$ cat config.mk
export PLATFORM = sky130hd
export DESIGN_NAME = alu_result_reader
export DESIGN_NICKNAME = d
export VERILOG_FILES = /design/src/rtl/alu_result_reader.sv
export SDC_FILE = /design/constraint.sdc
export NUM_CORES = 1
export LEC_CHECK = 0
export ABC_AREA = 1
export CORE_ASPECT_RATIO = 0.9
export CORE_MARGIN = 2
export CORE_UTILIZATION = 30
export DETAILED_ROUTE_END_ITERATION = 7
export DONT_BUFFER_PORTS = 1
export RECOVER_POWER = 25
export SLEW_MARGIN = 20
export SYNTH_ARGS = -nofsm -noshare
export SYNTH_HDL_FRONTEND = slang
export SYNTH_SLANG_ARGS = --single-unit
$ cat constraint.sdc
create_clock -name clk -period 1.6 [get_ports clk]
set_input_delay 0.08 -clock clk [delete_from_list [all_inputs] [get_ports clk]]
set_output_delay 0.08 -clock clk [all_outputs]
set_load 0.02 [all_outputs]
$ cat src/rtl/alu_result_reader.sv
`default_nettype none
// ============================================================================
// Module   : alu_result_reader
// Purpose  : Drains the 16 x 4-bit ALU result memory over a valid/ready
//            stream. A start pulse sweeps a contiguous address window
//            (wrapping modulo the memory depth). Each word is presented
//            together with the address it came from. A running checksum and
//            a count of zero-valued words are kept for readback.
// Ports    :
//   clk, rst      rising-edge clock, asynchronous active-high reset
//   start         sweep request, sampled only while idle
//   base_addr     first address of the sweep
//   count         words to read (0..DEPTH, larger values clamp to DEPTH)
//   mem_addr      registered read address to the result memory
//   mem_rdata     combinational read data for mem_addr
//   out_data      streamed word
//   out_addr      address out_data was read from
//   out_valid     out_data/out_addr/out_last are valid
//   out_ready     downstream accepts the current word
//   out_last      current word is the final word of the sweep
//   busy          sweep in progress
//   done          one-cycle pulse after the sweep completes
//   checksum      mod-256 sum of the accepted words of the last sweep
//   zero_count    number of accepted words equal to zero
// Revision : 1.0 - initial release
// ============================================================================
module alu_result_reader #(
    parameter int DATA_W = 4,
    parameter int ADDR_W = 4,
    parameter int CNT_W  = 5
) (
    input  logic              clk,
    input  logic              rst,
    input  logic              start,
    input  logic [ADDR_W-1:0] base_addr,
    input  logic [CNT_W-1:0]  count,
    output logic [ADDR_W-1:0] mem_addr,
    input  logic [DATA_W-1:0] mem_rdata,
    output logic [DATA_W-1:0] out_data,
    output logic [ADDR_W-1:0] out_addr,
    output logic              out_valid,
    input  logic              out_ready,
    output logic              out_last,
    output logic              busy,
    output logic              done,
    output logic [7:0]        checksum,
    output logic [CNT_W-1:0]  zero_count
);

    localparam int               DEPTH   = 1 << ADDR_W;
    localparam logic [CNT_W-1:0] MAX_CNT = CNT_W'(DEPTH);

    localparam logic [1:0] S_IDLE  = 2'd0;
    localparam logic [1:0] S_FETCH = 2'd1;
    localparam logic [1:0] S_OUT   = 2'd2;
    localparam logic [1:0] S_DONE  = 2'd3;

    logic [1:0]       state;
    logic [1:0]       next_state;
    logic [CNT_W-1:0] remaining;
    logic [CNT_W-1:0] count_clamped;
    logic             handshake;

    assign count_clamped = (count > MAX_CNT) ? MAX_CNT : count;
    assign handshake     = out_valid && out_ready;

    // ------------------------------------------------------------------
    // State register
    // ------------------------------------------------------------------
    always_ff @(posedge clk or posedge rst) begin
        if (rst) begin
            state <= S_IDLE;
        end else begin
            state <= next_state;
        end
    end

    // ------------------------------------------------------------------
    // Next-state logic
    // ------------------------------------------------------------------
    always_comb begin
        next_state = state;
        case (state)
            S_IDLE: begin
                if (start) begin
                    // An empty sweep still reports completion through DONE.
                    next_state = (count_clamped != '0) ? S_FETCH : S_DONE;
                end
            end
            S_FETCH: next_state = S_OUT;
            S_OUT: begin
                if (handshake) begin
                    next_state = out_last ? S_DONE : S_FETCH;
                end
            end
            S_DONE:  next_state = S_IDLE;
            default: next_state = S_IDLE;
        endcase
    end

    // ------------------------------------------------------------------
    // State-decoded outputs
    // ------------------------------------------------------------------
    always_comb begin
        busy = (state != S_IDLE);
    end

    // ------------------------------------------------------------------
    // Datapath registers
    // ------------------------------------------------------------------
    always_ff @(posedge clk or posedge rst) begin
        if (rst) begin
            mem_addr   <= '0;
            out_data   <= '0;
            out_addr   <= '0;
            out_valid  <= 1'b0;
            out_last   <= 1'b0;
            done       <= 1'b0;
            checksum   <= '0;
            zero_count <= '0;
            remaining  <= '0;
        end else begin
            // done is registered, so it is seen the cycle after DONE.
            done <= (state == S_DONE);
            case (state)
                S_IDLE: begin
                    if (start) begin
                        checksum   <= '0;
                        zero_count <= '0;
                        if (count_clamped != '0) begin
                            remaining <= count_clamped;
                            mem_addr  <= base_addr;
                        end
                    end
                end
                S_FETCH: begin
                    // The word is captured here; later memory writes to this
                    // address do not disturb the word being offered.
                    out_data  <= mem_rdata;
                    out_addr  <= mem_addr;
                    out_valid <= 1'b1;
                    out_last  <= (remaining == CNT_W'(1));
                end
                S_OUT: begin
                    if (handshake) begin
                        checksum  <= checksum + 8'(out_data);
                        if (out_data == '0) begin
                            zero_count <= zero_count + CNT_W'(1);
                        end
                        remaining <= remaining - CNT_W'(1);
                        out_valid <= 1'b0;
                        out_last  <= 1'b0;
                        if (!out_last) begin
                            mem_addr <= mem_addr + ADDR_W'(1);
                        end
                    end
                end
                default: begin
                end
            endcase
        end
    end

endmodule
`default_nettype wire

==> flow_summary.yaml <==
run_status:
  status: "completed"
clock_network:
  clock_latency_ps: 280
  root_buffer: "clkbuf_8"
  cts.reportedPaths.clkPinSlew_ps: 70
  numCtsBuffers: 5
  cts_tree: "built"
  cts_sinks: 35
  clockBufferDepth: 2
  cts.htree.levels: 2
critical_path:
  path_cells: "ha_2, fa_2, nand2_1, nand3_1, nand2_1, inv_1, nand2_1, nand2_1, nor2_1"
  cp_top_family: "adder cells"
  reg2reg_from: "out_data[0]"
  r2r_slack_ps: 130
  cp_common_cell: "nand2_1"
  worst_setup_path_start_kind: "flip-flop"
  r2r.worst_path.cells: 9
  path_max_fanout: 3
  worstPathArrival_ps: 1680
  slowest_delay_ps: 380
  crit_path_top_delay_cell: "dfrtp_1"
  r2r-end: "checksum[4]"
  required_ps: 1810
  crit_buf_inv: 1
  critPathKind: "flip-flop to flip-flop"
  end_kind: "flip-flop"
synth:
  synth_top_area_share_pct: 45.2
  synth_area_leaders: "dfrtp_1 45%, nand2_1 14%, o21ai_0 6.5%, inv_1 5.8%, ha_1 5.2%"
  yosysWarnings: 0
  syn_nets: 268
  yosys_register_bits: 35
  yosysTopAreaCell: "dfrtp_1"
  avgSynthCellArea_um2: 8.00
  yosysSeqAreaShare_pct: 45.2
  yosysUniqueCellTypes: 25
  synth_area_um2: 1940
  synthCells: 242
grt:
  grt_start_max_net_pins: 36
  grt_pass1_wl_mm: 7.51
  grt_use_total_pct: 13.9
  antenna_found_initial: 0
  grt_pass1_vias: 1514
  gr-total-overflow: 0
placed_design:
  gp_congestion: 0.802
  placedCellCount: 343
  place.port_buffers: 0
  dpl_cell_area_um2: 2160
  dp_hpwl_mm: 3.40
power:
  power_mw: 4.45
  p_per_area_nw_per_um2: 1890
  power_leakage_nw: 1.19
  ir_worst_vdd_mv: 0.554
job:
  maxCapViolations: 0
route:
  routed_via_density: 4.54
  drtIter0Drc: 81
  wl_mm: 4.56
  routedWlPerCell_um: 12.6
  drc: 0
  vias: 1639
  ant_nets: 0
  drtPass1Iterations: 4
layout:
  fillers: 652
  finish.utilization_pct: 38.2
  mostFrequentLayoutCell: "nand2_1"
  fin_area_um2: 2360
  regArea_um2: 876
  drive_above_1_share_pct: 16.1
  final_cell_mix: "70 x nand2_1, 35 x dfrtp_1, 30 x inv_1, 25 x o21ai_0, 22 x nor2_1"
  multiInputGateArea_um2: 963
  final_cell_count_no_fill: 361
  area_delta_synth_final_pct: 21.9
  final_nets: 299
  insertedDiodeCount: 0
worst_hold_path:
  min-delay-start: "count[3]"
  holdPathStages: 4
  min_path_type: "input port to flip-flop"
  min_to: "remaining[3]"
floorplanning:
  io_pins: 46
  start_util_pct: 31.3
  die_h_um: 80.2
  core_um2: 6180
  die_w_um: 88.7
  row_count: 27
  dieArea_um2: 7110
sta:
  slew_violations: 0
  hold_viol: 0
  finClkSkew_ps: 7.63
  tightest_slew_ps: 891
  finalSetupViolCount: 0
  final.setup.tns_ps: 0
  rsz0062_at_grt: "no"
  slew_headroom_pct: 40.6
  min_period_ps: 1470
  fmax_mhz: 678
  finalCritPeriodShare_pct: 92.1
## final cells by class
cell class	count	area share (%)
clock buffers	7	3.23
clock inverters	1	0.212
inverters	32	5.09
multi-input cells	173	40.8
flip-flops and latches	35	37.1
well taps	87	4.61
repair buffers	26	8.91
## per-layer routing
layer  GRT usage [%]  wire, um
met5               0         0
met1            18.6      2180
met3            5.86       317
met4            4.09        52
met2            20.2      2000
## power breakdown
| part | internal [mW] | leakage, nW | total, mW | switching (mW) |
|---|---|---|---|---|
| Clock | 0.306 | 0.0422 | 0.612 | 0.307 |
| Combinational | 0.872 | 0.691 | 2.17 | 1.30 |
| Sequential | 1.21 | 0.452 | 1.66 | 0.456 |
| Total | 2.39 | 1.19 | 4.45 | 2.06 |
## registers in the layout, indices dropped and copies added (netlist names)
signal	flops
out_data	4
out_addr	4
out_last	1
zero_count	5
out_valid	1
mem_addr	4
done	1
state	2
checksum	8
remaining	5
## synthesized netlist by cell type, drive strengths merged
cell and n:
buf 1, nand2 74, a21oi 5, xor2 3, a22o 2, mux2 4
o21ai 27, dfrtp 35, nand4 2, ha 8, or2 1, a22oi 1
xnor2 1, nand3 19, nor2 25, inv 32, clkbuf 1, fa 1
## per-stage QoR
step / worst slack (ps) / hold slack, ps
after floorplan: 10.6 / 221
after global placement: 84.3 / 114
after detailed placement: 39.3 / 115
after CTS: 10.6 / 13.9
after global routing: 10.2 / 14.5
final: 126 / 19.2
## worst reg2reg max path, stage by stage, from the launching register on
cell     delay (ps)
dfrtp_1         380
ha_2            210
fa_2            370
nand2_1          90
nand3_1          70
nand2_1          60
inv_1            50
nand2_1          50
nand2_1          50
nor2_1           90
## timing repair
action                     in CTS  in global routing
setup endpoints to repair       0                  7
setup buffers                   0                  3
hold buffers                    7                  0
hold endpoints to repair       41                  0
resized for setup               0                  5
## how the worst max path moves through the flow
stage / start / end / slack [ps] / cells after the start
final: out_data[0] / checksum[4] / 130 / 9
after global routing: out_data[0] / checksum[4] / 10 / 9
after CTS: out_data[0] / checksum[4] / 10 / 9
after detailed placement: out_data[0] / checksum[4] / 40 / 9
after global placement: out_data[0] / checksum[4] / 80 / 8
after floorplan: out_data[0] / checksum[4] / 10 / 8
## kinds of logic (layout without fill, tap and decap cells)
family | count (synthesis) | in the layout | synth area share (%)
compound gates | 35 | 35 | 10.1
buf+inv | 34 | 66 | 6.66
simple gates | 121 | 121 | 27.6
flops | 35 | 35 | 45.2
fa+ha+maj | 9 | 9 | 6.21
xor+xnor | 4 | 4 | 1.81
mux | 4 | 4 | 2.33
No activity file was read; power rests on OpenSTA's default activity.
